[config.mk]
export PLATFORM = sky130hd
export DESIGN_NAME = spi_cmd_bridge
export DESIGN_NICKNAME = d
export VERILOG_FILES = /design/src/rtl/spi_cmd_bridge_pkg.sv /design/src/rtl/spi_byte_evt.sv /design/src/rtl/spi_cmd_bridge.sv
export SDC_FILE = /design/constraint.sdc
export NUM_CORES = 1
export LEC_CHECK = 0
export CAP_MARGIN = 30
export CORE_UTILIZATION = 25
export DETAILED_ROUTE_END_ITERATION = 8
export SYNTH_ARGS = -nofsm -noshare
export SYNTH_HDL_FRONTEND = slang
export SYNTH_SLANG_ARGS = --single-unit
[constraint.sdc]
create_clock -name clk -period 3.6 [get_ports clk]
set_input_delay 1.08 -clock clk [delete_from_list [all_inputs] [get_ports clk]]
set_output_delay 1.08 -clock clk [all_outputs]
set_load 0.05 [all_outputs]
[src/rtl/spi_cmd_bridge_pkg.sv]
`default_nettype none
// ============================================================================
// spi_cmd_bridge_pkg : command bit positions and FSM encoding for the bridge
// Revision: 1.0
// ============================================================================
package spi_cmd_bridge_pkg;

  localparam int CMD_WR_BIT  = 7;
  localparam int CMD_INC_BIT = 6;
  localparam int CNT_W       = 2;

  typedef enum logic [1:0] {
    S_CMD   = 2'd0,
    S_ADDR  = 2'd1,
    S_WDATA = 2'd2,
    S_RDATA = 2'd3
  } state_t;

endpackage
`default_nettype wire

[src/rtl/spi_byte_evt.sv]
`default_nettype none
// ============================================================================
// spi_byte_evt : turns the data_valid_read toggle into a one-clock byte event
// Revision: 1.0
// ============================================================================
module spi_byte_evt (
  input  logic       clk,
  input  logic       rst,
  input  logic [7:0] mdata,
  input  logic       data_valid_read,
  input  logic       data_firstbyte,
  output logic       byte_evt,
  output logic [7:0] evt_data,
  output logic       evt_first
);

  logic r_dvr;
  logic w_toggle;

  assign w_toggle = r_dvr ^ data_valid_read;

  always_ff @(posedge clk or negedge rst) begin
    if (!rst) begin
      r_dvr     <= 1'b0;
      byte_evt  <= 1'b0;
      evt_data  <= 8'h00;
      evt_first <= 1'b0;
    end else begin
      r_dvr    <= data_valid_read;
      byte_evt <= w_toggle;
      if (w_toggle) begin
        evt_data  <= mdata;
        evt_first <= data_firstbyte;
      end
    end
  end

endmodule
`default_nettype wire

[src/rtl/spi_cmd_bridge.sv]
`default_nettype none
// ============================================================================
// spi_cmd_bridge : decodes SPI CMD/ADDR/DATA bytes into register-bus accesses
// Revision: 1.0
// ============================================================================
module spi_cmd_bridge
  import spi_cmd_bridge_pkg::*;
#(
  parameter int ADDR_BYTES = 2
) (
  input  logic                    clk,
  input  logic                    rst,
  input  logic [7:0]              mdata,
  input  logic                    data_valid_read,
  input  logic                    data_firstbyte,
  output logic [7:0]              sdata,
  output logic [8*ADDR_BYTES-1:0] bus_addr,
  output logic [7:0]              bus_wdata,
  output logic                    bus_we,
  output logic                    bus_re,
  input  logic [7:0]              bus_rdata,
  input  logic                    bus_ack,
  output logic                    overrun
);

  localparam int AW = 8 * ADDR_BYTES;

  logic             w_evt;
  logic [7:0]       w_data;
  logic             w_first;
  logic             w_pending;
  logic             w_last;
  logic [AW-1:0]    w_addr_inc;
  logic [AW-1:0]    w_addr_shift;

  state_t           r_state;
  logic             r_wr;
  logic             r_inc;
  logic [CNT_W-1:0] r_cnt;

  spi_byte_evt u_byte_evt (
    .clk             (clk),
    .rst             (rst),
    .mdata           (mdata),
    .data_valid_read (data_valid_read),
    .data_firstbyte  (data_firstbyte),
    .byte_evt        (w_evt),
    .evt_data        (w_data),
    .evt_first       (w_first)
  );

  // A request acked in this very cycle no longer blocks the incoming byte.
  assign w_pending    = (bus_we | bus_re) & ~bus_ack;
  assign w_last       = (r_cnt == CNT_W'(ADDR_BYTES - 1));
  assign w_addr_inc   = bus_addr + AW'(1);
  assign w_addr_shift = AW'({bus_addr, w_data});

  always_ff @(posedge clk or negedge rst) begin
    if (!rst) begin
      r_state   <= S_CMD;
      r_wr      <= 1'b0;
      r_inc     <= 1'b0;
      r_cnt     <= '0;
      sdata     <= 8'h00;
      bus_addr  <= '0;
      bus_wdata <= 8'h00;
      bus_we    <= 1'b0;
      bus_re    <= 1'b0;
      overrun   <= 1'b0;
    end else begin
      if (bus_ack && bus_we) begin
        bus_we <= 1'b0;
        // An aborted write still completes but must not disturb the new address.
        if (r_state == S_WDATA && r_inc)
          bus_addr <= w_addr_inc;
      end
      if (bus_ack && bus_re) begin
        bus_re <= 1'b0;
        sdata  <= bus_rdata;
      end

      if (w_evt) begin
        if (w_first) begin
          r_wr    <= w_data[CMD_WR_BIT];
          r_inc   <= w_data[CMD_INC_BIT];
          r_cnt   <= '0;
          r_state <= S_ADDR;
          sdata   <= 8'h00;
          overrun <= 1'b0;
        end else if (w_pending) begin
          overrun <= 1'b1;
        end else begin
          case (r_state)
            S_ADDR: begin
              bus_addr <= w_addr_shift;
              r_cnt    <= r_cnt + 1'b1;
              if (w_last) begin
                if (r_wr) begin
                  r_state <= S_WDATA;
                end else begin
                  r_state <= S_RDATA;
                  bus_re  <= 1'b1;
                end
              end
            end
            S_WDATA: begin
              bus_wdata <= w_data;
              bus_we    <= 1'b1;
            end
            S_RDATA: begin
              if (r_inc)
                bus_addr <= w_addr_inc;
              bus_re <= 1'b1;
            end
            default: ;
          endcase
        end
      end
    end
  end

endmodule
`default_nettype wire

# Word level (Yosys, flattened, before mapping)
# Cells that the tools add are included.
# W data, S select, Z words.
# word_totals
regBits	52
in_bits	21
output_inout_bits	35
word_cells	70
# classes
add_sub_neg	2
n_eq_ne	5
mux	32
bitwise_logic	6
n_reduce_logical	11
# op_table
op	n
$mux W16	6
$pmux W16 S2	1
$mux W8	3
$add A16 B1 Y16 const B	1
$mux W1	14
$mux W2	7
$reduce_and A4 Y1	2
$reduce_bool A2 Y1	3
$eq A2 B1 Y1 const B	2
$eq A2 B2 Y1 const B	2
$reduce_and A2 Y1	2
$logic_and A1 B1 Y1	3
$not A1 Y1	3
$reduce_and A3 Y1	1
$add A2 B1 Y2 const B	1
$ne A2 B1 Y1 const B	1
$pmux W1 S2	1
$and A1 B1 Y1	1
$or A1 B1 Y1	1
$xor A1 B1 Y1	1

# Logic depth before layout (Yosys ltp)
# depth
depth_word	9
mapped_depth	7
mapped_depth_nobuf	6

# Cells and area by module
# Synthesis repeated with hierarchy kept, for this count alone.
# hier_totals
hier_cells	266
area_unflattened_um2	2727.6
# by_module_without_submodules
mod	n_inst	cells_each	area_per_inst_um2	seq_area_each_um2
spi_cmd_bridge	1	245	2323.5	1026.0
spi_byte_evt	1	21	404.1	275.3

# Worst setup path before layout
# Ideal clock, no wire load.
# synth_timing
path_kind	input-to-reg
startpoint	in bus_ack
endpoint	reg bus_addr[15]
setup_time_ns	0.126
arrival_time_ns	2.134
required_ns	3.474
slack_ns	1.340
stages	6
path_buffers	1
path_cell_list	and4b_1 buf_2 nand2_2 nor4_4 mux2i_1 a221o_1
# synth_between
elab_chain_cells	7
word_cells_on_any_way	9
classes_between	mux (6); bitwise (2); reduce/logical (1)
# synth_lines
element	line	source
start: declaration	spi_cmd_bridge.sv:22	input logic bus_ack,
$logic_and A1 B1 Y1	spi_cmd_bridge.sv:71	if (bus_ack && bus_we) begin
$mux W16	spi_cmd_bridge.sv:71	
$mux W16	spi_cmd_bridge.sv:111	if (r_inc)
$pmux W16 S2	spi_cmd_bridge.sv:93	case (r_state)
$mux W16	spi_cmd_bridge.sv:90	end else if (w_pending) begin
$mux W16	spi_cmd_bridge.sv:83	if (w_first) begin
$mux W16 *	spi_cmd_bridge.sv:82	if (w_evt) begin
end signal: assignment	spi_cmd_bridge.sv:75	bus_addr <= w_addr_inc;
end signal: assignment	spi_cmd_bridge.sv:95	bus_addr <= w_addr_shift;
end signal: assignment	spi_cmd_bridge.sv:112	bus_addr <= w_addr_inc;
end: declaration	spi_cmd_bridge.sv:17	output logic [8*ADDR_BYTES-1:0] bus_addr,
# Mark *: on every way between the ends. The rest lies on a longest branch, timed or not.
# A chain may end at the register's enable or synchronous reset.

# Worst setup path after layout
# layout_timing
startpoint	reg bus_addr[2]
endpoint	out bus_addr[2]
# No word-level cell between the ends.

==> run summary <==
Counting every sink on the clock net gives 52. Once layout is complete, the cells apart from fillers number 472. The DRC violation count after routing was 0; the largest net degree at the start of global routing was 25. Each instance of the synthesized netlist takes up on average 9.98 um2. The tools report the initial antenna violation count as 0. Counting every instance in the synthesized netlist gives 281. The fraction of layout instances using a drive strength above 1 was 0.130. The portion of the clock cycle consumed by the worst path in the final layout was 0.803. The critical path's top delay family is buffers and inverters.

Total of buffers placed on input and output ports: 55. Effective utilization at floorplan: 0.258. For the worst-skew pair, the clock arrives at the later sink with an insertion delay of 0.31 ns. The setup path with the least slack is of type flop to primary output. The synthesized netlist occupies a cell area of 2810 um2.

From left edge to right edge, the die measures 108 um. The number of antenna diodes in the final layout is 0. At the pin with the least slew margin, the transition time is 0.761 ns.

The tools report the final global-route overflow total as 0. Detailed placement finished with a half-perimeter wire length of 5030 um. The post-synthesis net count came out at 304.

Top flip-flop cell by instance count after synthesis: dfrtp_1. The die covers 11600 um2. Setup total negative slack on the finished layout was measured at 0 ns. The routed layout has 2287 vias. Counting instances in the post-synthesis netlist gives the leading cell types as dfrtp_1, nand2_1, a21oi_1, mux2_2, nand3_1. The critical path depth in cells was 1; the post-synthesis cell type count was 51. VDD sags by at most 311 uV. For this run, the number of Yosys warnings is 0. For the relative slew slack, the log shows 0.492. The root buffer cell chosen for the clock tree is clkbuf_8.

Of all cell types, the one taking the most synthesized area is dfrtp_1. The clock arrives with 0.00463 ns of skew. Setup violations remaining at the end of the flow were counted as 0.

The global-route usage over all layers is 0.124, and the minimum period implied by the final worst setup slack is 2.89 ns. The floorplan has 38 rows. Post-CTS timing repair inserted 0 buffers for setup.

The number of cells traversed by the worst hold path came out at 2. In this run, synthesis produced a sequential element count of 52. The area growth from synthesis to layout is 27.4%. On the critical path, the stage with the largest delay is an instance of clkdlybuf4s50_1.

Setup repair after global routing left no endpoint under its margin. In this run the standard cell core region covers 10900 um2. The maximum buffer depth of the clock tree came out at 2. Ranked by total cell area, the synthesized netlist is headed by dfrtp_1, mux2_2, nand2_1, xnor2_1, a21oi_1.

The number of global-route vias before repair was 2387; the critical-path maximum fanout was 13. The number of placed instances, taps included, is 464. The largest single stage delay on the critical path is 0.89 ns. Per-cell routed wire length: 14.2 um. The run finished with clean final reports.

TritonCTS built the clock tree. During I/O placement, the number of pins put on the boundary was 56. Static timing analysis puts the maximum clock frequency at 346 MHz. Wires add up to 6710 um. The die height is 108 um. The tools report the cell leakage power as 1.43 nW. The area fraction of the dominant cell type after synthesis was 0.464; the final-stage net count was 354. STA puts the critical path data required time at 2.52 ns. In this run, post-CTS repair resized a total of 0 instances.

The congestion estimate from routability-driven global placement came to 0.839. The number of buffers inserted during clock tree synthesis was 5. The type of the tightest min-delay check is flop to flop. The run gives 1.81 ns as the critical path arrival. The first global-routing pass estimated 11600 um of wire. The share of flip-flops with an asynchronous set or reset after synthesis is 1.00, and the sum of buffers and inverters on the critical path is 1.

The max-cap violation count was 0. The count of nets left with antenna violations once routing finished came out at 0. Measured in cells, the most critical reg-to-reg path has a length of 5. The sequential-to-total area share from yosys stat was 0.464.

The startpoint kind of the worst setup timing path was a flop. The first-pass detailed-route iteration total is 4. Walking the worst path, the cells encountered are clkdlybuf4s50_1.

After clock tree synthesis, the clock-pin slew on the worst setup and hold paths is 0.10 ns. Power spread over the standard cell area amounts to 851 nW/um2. The run gives 0 as the total of hold buffers inserted after clock tree synthesis.

Most frequent cell after synthesis: dfrtp_1. The tools report the final hold violation count as 0. Counting flops with a built-in enable in the synthesized netlist gives 0.

The worst slack on hold paths came out at 0.508 ns. In this run, the number of DRC markers left after iteration 0 of detailed routing was 103. For the final-report max-slew violation count, the log shows 0.

The kind of end point of the critical path is a primary output. The total number of H-tree levels is 2, and the via density per instance is 4.85.
-- power breakdown --
| part | switching (mW) | internal, mW | leakage, nW | total, mW |
|---|---|---|---|---|
| registers | 0.349 | 0.782 | 0.651 | 1.13 |
| clock network | 0.212 | 0.143 | 0.0463 | 0.355 |
| logic | 0.950 | 0.604 | 0.729 | 1.55 |
-- flip-flops by register name (all words and copies together) (netlist names), 2 cells and up --
register             cells
bus_addr                16
sdata                    8
r_cnt                    2
u_byte_evt.evt_data      8
bus_wdata                8
r_state                  2
-- metrics by stage --
stage	utilization	setup slack [ns]	cell area [um2]	total power, mW
detailed placement	0.319	0.547	3480	2.71
floorplan	-	1.34	2810	2.20
global placement	0.319	0.575	3480	2.69
CTS	0.328	0.694	3570	3.07
finish	0.328	0.709	3570	3.04
global route	0.328	0.647	3570	3.24
-- cells in the final DEF (no fill, tap or decap), types with 6 or more instances in the layout --
cell type,synthesis,final
clkdlybuf4s50_1,0,54
dfrtp_1,52,52
nand2_1,30,30
a21oi_1,18,18
mux2_2,18,18
nand3_1,16,16
nor2_1,13,13
xnor2_1,11,11
nand4_1,10,10
mux2i_1,8,8
buf_4,6,8
xor2_1,7,7
o21ai_0,7,7
inv_1,6,6
nor3_1,6,6
o21ai_1,6,6
o22ai_1,6,6
-- cells by family after synthesis --
family	synth area share
multiplexers	0.105
XOR/XNOR	0.0562
AO/OA/AOI/OAI	0.125
AND/OR/NAND/NOR	0.194
buffers and inverters	0.0477
flip-flops	0.464
adder cells (fa/ha/maj)	0.00892
-- per-layer routing --
| metal | up-vias | global-route usage | wire length, um |
|---|---|---|---|
| li1 | 1112 | - | - |
| met1 | 1115 | 0.169 | 3200 |
| met2 | 52 | 0.201 | 3090 |
| met3 | 8 | 0.0283 | 368 |
| met4 | 0 | 0.0274 | 59 |
| met5 | - | 0 | 0 |
-- area by class of cell --
class	count	area, um2
Clock buffer	5	68.8
Clock inverter	3	27.5
Fill cell	1106	7310
Inverter	7	26.3
Multi-Input combinational cell	202	1370
Sequential cell	52	1300
Tap cell	140	175
Timing Repair Buffer	63	606
-- final timing paths --
kind,from,to,slack [ns]
max,bus_addr[2],bus_addr[2],0.71
min,overrun,overrun,0.51
max reg2reg,r_state[1],bus_addr[15],1.27
min reg2reg,overrun,overrun,0.51
max in group asynchronous,rst,bus_addr[2],2.37
min in group asynchronous,rst,bus_addr[9],0.63
Power figures use the tool's default switching activity.
